### config.mk
export PLATFORM = sky130hd
export DESIGN_NAME = reg_dump_tx
export DESIGN_NICKNAME = d
export VERILOG_FILES = /design/src/rtl/dbg_pkg.sv /design/src/rtl/reg_dump_tx.sv
export SDC_FILE = /design/constraint.sdc
export NUM_CORES = 1
export LEC_CHECK = 0
export CAP_MARGIN = 20
export CORE_UTILIZATION = 48
export DETAILED_ROUTE_END_ITERATION = 6
export GPL_TIMING_DRIVEN = 0
export PLACE_DENSITY = 0.84
export SYNTH_ARGS = -nofsm -noshare
export SYNTH_HDL_FRONTEND = slang
export SYNTH_SLANG_ARGS = --single-unit
### constraint.sdc
create_clock -name clk -period 6.3 [get_ports clk]
set_input_delay 1.26 -clock clk [delete_from_list [all_inputs] [get_ports clk]]
set_output_delay 1.26 -clock clk [all_outputs]
set_load 0.05 [all_outputs]
### src/rtl/dbg_pkg.sv
// Shared definitions for the register-dump debug transmitter: framing constants, the dump
// word-index to register-address table and the transmitter state type.
package dbg_pkg;

  localparam logic [7:0]  SYNC_BYTE  = 8'hA5;
  localparam int unsigned DUMP_WORDS = 14;
  localparam logic [3:0]  LAST_IDX   = 4'(DUMP_WORDS - 1);

  typedef enum logic [0:0] {
    IDLE = 1'b0,
    SEND = 1'b1
  } dbg_state_e;

  // Words 2..9 carry $s0-$s7 (regs 16..23), words 10..13 carry $t0-$t3 (regs 8..11).
  function automatic logic [4:0] dbg_reg_addr(input logic [3:0] idx);
    logic [4:0] addr;
    addr = 5'd0;
    if (idx >= 4'd2 && idx <= 4'd9) begin
      addr = 5'(idx) + 5'd14;
    end else if (idx >= 4'd10 && idx <= 4'd13) begin
      addr = 5'(idx) - 5'd2;
    end
    return addr;
  endfunction

endpackage

### src/rtl/reg_dump_tx.sv
// Streams a header, the latched PC and twelve monitored registers over valid/ready while
// holding the core so the register file stays coherent for the whole dump.
module reg_dump_tx
  import dbg_pkg::*;
#(
  parameter int unsigned DATA_W = 32,
  parameter int unsigned ADDR_W = 5,
  parameter int unsigned SEQ_W  = 16
) (
  input  logic              clk,
  input  logic              rst_n,
  input  logic              trigger,
  input  logic [DATA_W-1:0] pc,
  output logic [ADDR_W-1:0] rd_addr,
  input  logic [DATA_W-1:0] rd_data,
  output logic              cpu_hold,
  output logic              dump_valid,
  input  logic              dump_ready,
  output logic [DATA_W-1:0] dump_data,
  output logic [3:0]        dump_idx,
  output logic              dump_last,
  output logic              overrun
);

  dbg_state_e        r_state;
  dbg_state_e        w_state_next;
  logic [3:0]        r_idx;
  logic [SEQ_W-1:0]  r_seq;
  logic [DATA_W-1:0] r_pc;
  logic              r_overrun;
  logic              w_accept;
  logic              w_done;
  logic [DATA_W-1:0] w_header;

  always_comb begin
    w_state_next = r_state;
    w_accept     = 1'b0;
    w_done       = 1'b0;
    unique case (r_state)
      IDLE: begin
        if (trigger) begin
          w_accept     = 1'b1;
          w_state_next = SEND;
        end
      end
      SEND: begin
        if (dump_ready && r_idx == LAST_IDX) begin
          w_done       = 1'b1;
          w_state_next = IDLE;
        end
      end
      default: w_state_next = IDLE;
    endcase
  end

  always_ff @(posedge clk or negedge rst_n) begin
    if (!rst_n) begin
      r_state <= IDLE;
    end else begin
      r_state <= w_state_next;
    end
  end

  always_ff @(posedge clk or negedge rst_n) begin
    if (!rst_n) begin
      r_idx     <= 4'd0;
      r_seq     <= '0;
      r_pc      <= '0;
      r_overrun <= 1'b0;
    end else begin
      if (w_accept) begin
        r_pc  <= pc;
        r_idx <= 4'd0;
      end else if (r_state == SEND && dump_ready) begin
        r_idx <= w_done ? 4'd0 : r_idx + 4'd1;
      end
      if (w_done) begin
        r_seq <= r_seq + 1'b1;
      end
      // Any trigger seen while busy, even on the closing handshake, is lost and flagged.
      if (r_state == SEND && trigger) begin
        r_overrun <= 1'b1;
      end
    end
  end

  assign w_header   = DATA_W'({r_seq, 8'(DUMP_WORDS), SYNC_BYTE});
  assign dump_valid = (r_state == SEND);
  assign cpu_hold   = (r_state == SEND);
  assign dump_idx   = r_idx;
  assign dump_last  = dump_valid && (r_idx == LAST_IDX);
  assign overrun    = r_overrun;
  assign rd_addr    = (dump_valid && r_idx >= 4'd2) ? ADDR_W'(dbg_reg_addr(r_idx)) : '0;

  always_comb begin
    dump_data = '0;
    if (dump_valid) begin
      unique case (r_idx)
        4'd0:    dump_data = w_header;
        4'd1:    dump_data = r_pc;
        default: dump_data = rd_data;
      endcase
    end
  end

endmodule

==> out/results.ini <==
[timing]
maxSlewViolCount = 0
final.setup_skew_ns = 0.00353
max_clock_freq_mhz = 215
layout_setup_ws_ns = 1.64
finalHoldViolations = 0
worst_slew_pin_slew_ns = 0.626
rsz0062_at_grt = false
layout_worst_path_cycle_share_pct = 73.9
setup_total_negative_slack_ns = 0
final-setup-viol-count = 0
final_period_minus_worst_setup_slack_ns = 4.66
hold_ws_ns = 0.485
slew-limit-headroom_pct = 57.8

[finish]
finish.utilization_pct = 72.9
fillCellCount = 468
fraction_of_final_layout_cells_with_drive_strength_greater_than_1_pct = 7.28
layout.nets = 544
commonest_non_fill_non_tap_cells_in_the_layout = 121 x sky130_fd_sc_hd__nand2_1, 111 x sky130_fd_sc_hd__clkdlybuf4s50_1, 54 x sky130_fd_sc_hd__dfrtp_1, 25 x sky130_fd_sc_hd__a22oi_1, 15 x sky130_fd_sc_hd__a21boi_0
layout_commonest_cell = sky130_fd_sc_hd__nand2_1
post-route-cell-area_mm2 = 0.00439
cell_count_final_fillers_out = 542
synthToLayoutAreaGrowth_pct = 44.0
antenna-diode-count = 0

[hold_path]
timing.hold.worst.start = r_seq[15]
timing.hold.worst_path_depth = 1
holdCritPathClass = register to register
min_to = r_seq[15]

[clock_tree]
ctsResizeCount = 0
cts_inserted_buffers = 5
insertion_delay_ns = 0.31
cts-root-buf = sky130_fd_sc_hd__clkbuf_8
post_cts.repair.setup_buffers = 0
path_clk_slew_ns = 0.10
tritoncts = built
clock_tree.htree_level_count = 2
hold_buffers = 0
clockBufferDepth = 2
cts_sinks = 54

[yosys]
postSynthNetCount = 424
yosys.area.top_type_share_pct = 44.3
postSynthRegisterBits = 54
synth_seq_area_share_pct = 44.3
yosysUniqueCellTypes = 37
synth_area_mm2 = 0.00305
gate_count_of_the_mapped_netlist = 346
synth_area_per_cell_um2 = 8.82
synth.top_cells.by_area = sky130_fd_sc_hd__dfrtp_1 44%, sky130_fd_sc_hd__nand2_1 15%, sky130_fd_sc_hd__a22oi_1 6.2%
synth_top_cell_by_area = sky130_fd_sc_hd__dfrtp_1
synth-warning-count = 0

[drt]
drt-wirelength-per-cell_um = 15.3
route.antenna.remaining_nets = 0
avg_vias_per_cell = 5.34
detailroute.via_count = 2895
detail_route.drc_violations = 0
drt_pre_antenna_iters = 5
drt_first_iter_violations = 163
drt_wl_total_mm = 8.27

[die]
top_level_ports = 113
horizontal_die_dimension_um = 81.7
die_area_mm2 = 0.00668
core_box_area_mm2 = 0.00603
floorplan.rows = 28
initial_core_util_pct = 50.6
dieHeight_um = 81.7

[global_route]
gr-total-overflow = 0
antenna_violations_before_repair = 0
vias_in_the_first_global_route = 2884
wire_length_of_the_first_global_routing_pass_mm = 13.6
groute.usage.overall_pct = 27.1
grt_start_max_net_pins = 42

[critical_path]
timing.critical_path.required_ns = 5.04
endpoint_kind = primary output
cp_max_fo = 11
setup.worst_path.class = register to primary output
worst_reg_to_reg_path_cell_count = 6
rrSetupSlack_ns = 4.20
start_kind = register
timing.rr.start = dump_idx[1]
crit_arrival_ns = 3.40
rr_endpoint = r_seq[13]

[power_and_ir_drop]
power.static_leakage_nw = 2.03
total_power_mw = 2.38
power_density_mw_per_mm2 = 543
vdd_drop_max_mv = 0.467

[job]
max-cap-violations = 0

[placed_design]
place.gp.congestion = 0.813
post_place_setup_slack_ns = 2.07
post_dp_hpwl_mm = 6.37
number_of_placed_cells_counting_well_taps = 534
buffer_ports.inserted = 112
post_dp_cell_area_mm2 = 0.00428

[status]
outcome = completed

state kept, by name, indices dropped and copies added, names as in the netlist:
signal	flops
overrun	1
r_seq	16
r_pc	32
dump_idx	4
cpu_hold	1
per-layer routing:
layer	GRT usage, %	vias to the layer above	share of wire, %
met5	0	-	0
met4	8.77	0	1.6
met3	5.33	10	7.1
met2	44.2	104	49
met1	36.0	1372	42
li1	-	1409	-
cells in the mapped netlist:
library cell                 n
sky130_fd_sc_hd__or4_1       1
sky130_fd_sc_hd__ha_1       10
sky130_fd_sc_hd__o32ai_1     1
sky130_fd_sc_hd__a21o_1      1
sky130_fd_sc_hd__o21ai_0     3
sky130_fd_sc_hd__o221a_2     7
sky130_fd_sc_hd__dfrtp_1    54
sky130_fd_sc_hd__nand3_1     8
sky130_fd_sc_hd__xnor2_1    10
sky130_fd_sc_hd__or2_1       1
sky130_fd_sc_hd__nor2b_1    10
sky130_fd_sc_hd__o21bai_1    1
sky130_fd_sc_hd__nor3b_4     2
sky130_fd_sc_hd__and2_1      1
sky130_fd_sc_hd__a21boi_1    1
sky130_fd_sc_hd__nor4_4      2
sky130_fd_sc_hd__a21oi_1     5
sky130_fd_sc_hd__clkbuf_1   12
sky130_fd_sc_hd__a211o_1     1
sky130_fd_sc_hd__nand4_1     6
sky130_fd_sc_hd__nand2_1   121
sky130_fd_sc_hd__nor3_1      1
sky130_fd_sc_hd__nor2_1     12
sky130_fd_sc_hd__a21boi_0   15
sky130_fd_sc_hd__buf_2       6
sky130_fd_sc_hd__mux2_2      2
sky130_fd_sc_hd__and2b_1     1
sky130_fd_sc_hd__nand2b_1    3
sky130_fd_sc_hd__nor2_2      1
sky130_fd_sc_hd__nand4_2     1
sky130_fd_sc_hd__o211ai_1    2
sky130_fd_sc_hd__and3_1      3
sky130_fd_sc_hd__buf_4       3
sky130_fd_sc_hd__a22o_1      2
sky130_fd_sc_hd__xor2_1      5
sky130_fd_sc_hd__inv_1       6
sky130_fd_sc_hd__a22oi_1    25
kinds of logic (layout without fill, tap and decap cells):
family / count (synthesis) / after routing / synth area share [%]
xor+xnor: 15 / 15 / 4.31
mux: 2 / 2 / 0.738
buf+inv: 27 / 148 / 3.94
simple gates: 174 / 174 / 26.5
flops: 54 / 54 / 44.3
fa+ha+maj: 10 / 10 / 4.10
compound gates: 64 / 64 / 16.1
worst max-delay path, cell delays in order (launching register included):
cell and delay (ns):
sky130_fd_sc_hd__dfrtp_1 0.57, sky130_fd_sc_hd__inv_1 0.17, sky130_fd_sc_hd__ha_1 0.29, sky130_fd_sc_hd__nor3b_4 0.22, sky130_fd_sc_hd__nor2_2 0.28, sky130_fd_sc_hd__buf_2 0.31
sky130_fd_sc_hd__nand2_1 0.12, sky130_fd_sc_hd__a21boi_0 0.25, sky130_fd_sc_hd__clkdlybuf4s50_1 0.86
worst max path at each step:
stage / to / slack, ns / cells after the start / from
2_1_floorplan: dump_data[16] / 1.97 / 7 / dump_idx[1]
4_1_cts: dump_data[16] / 1.66 / 8 / dump_idx[1]
3_5_place_dp: dump_data[16] / 2.07 / 8 / dump_idx[1]
6_report: dump_data[16] / 1.64 / 8 / dump_idx[1]
3_3_place_gp: dump_data[16] / 2.04 / 8 / dump_idx[1]
5_1_grt: dump_data[16] / 1.50 / 8 / dump_idx[1]
area by class of cell:
type | count | area, µm² | share of cell area, %
flip-flops and latches | 54 | 1350 | 30.8
inverters | 6 | 22.5 | 0.513
repair buffers | 113 | 1140 | 25.9
plain buffers | 21 | 97.6 | 2.22
clock inverters | 3 | 43.8 | 0.997
multi-input cells | 265 | 1580 | 35.9
clock buffers | 5 | 68.8 | 1.57
well taps | 75 | 93.8 | 2.14
report_power, final:
| part | total (mW) | switching, mW | leakage (nW) | internal [mW] |
|---|---|---|---|---|
| sequential | 0.555 | 0.0984 | 0.685 | 0.457 |
| combinational | 1.59 | 1.04 | 1.28 | 0.554 |
| clock | 0.236 | 0.117 | 0.0585 | 0.119 |
(Power assumes the default switching activity.)
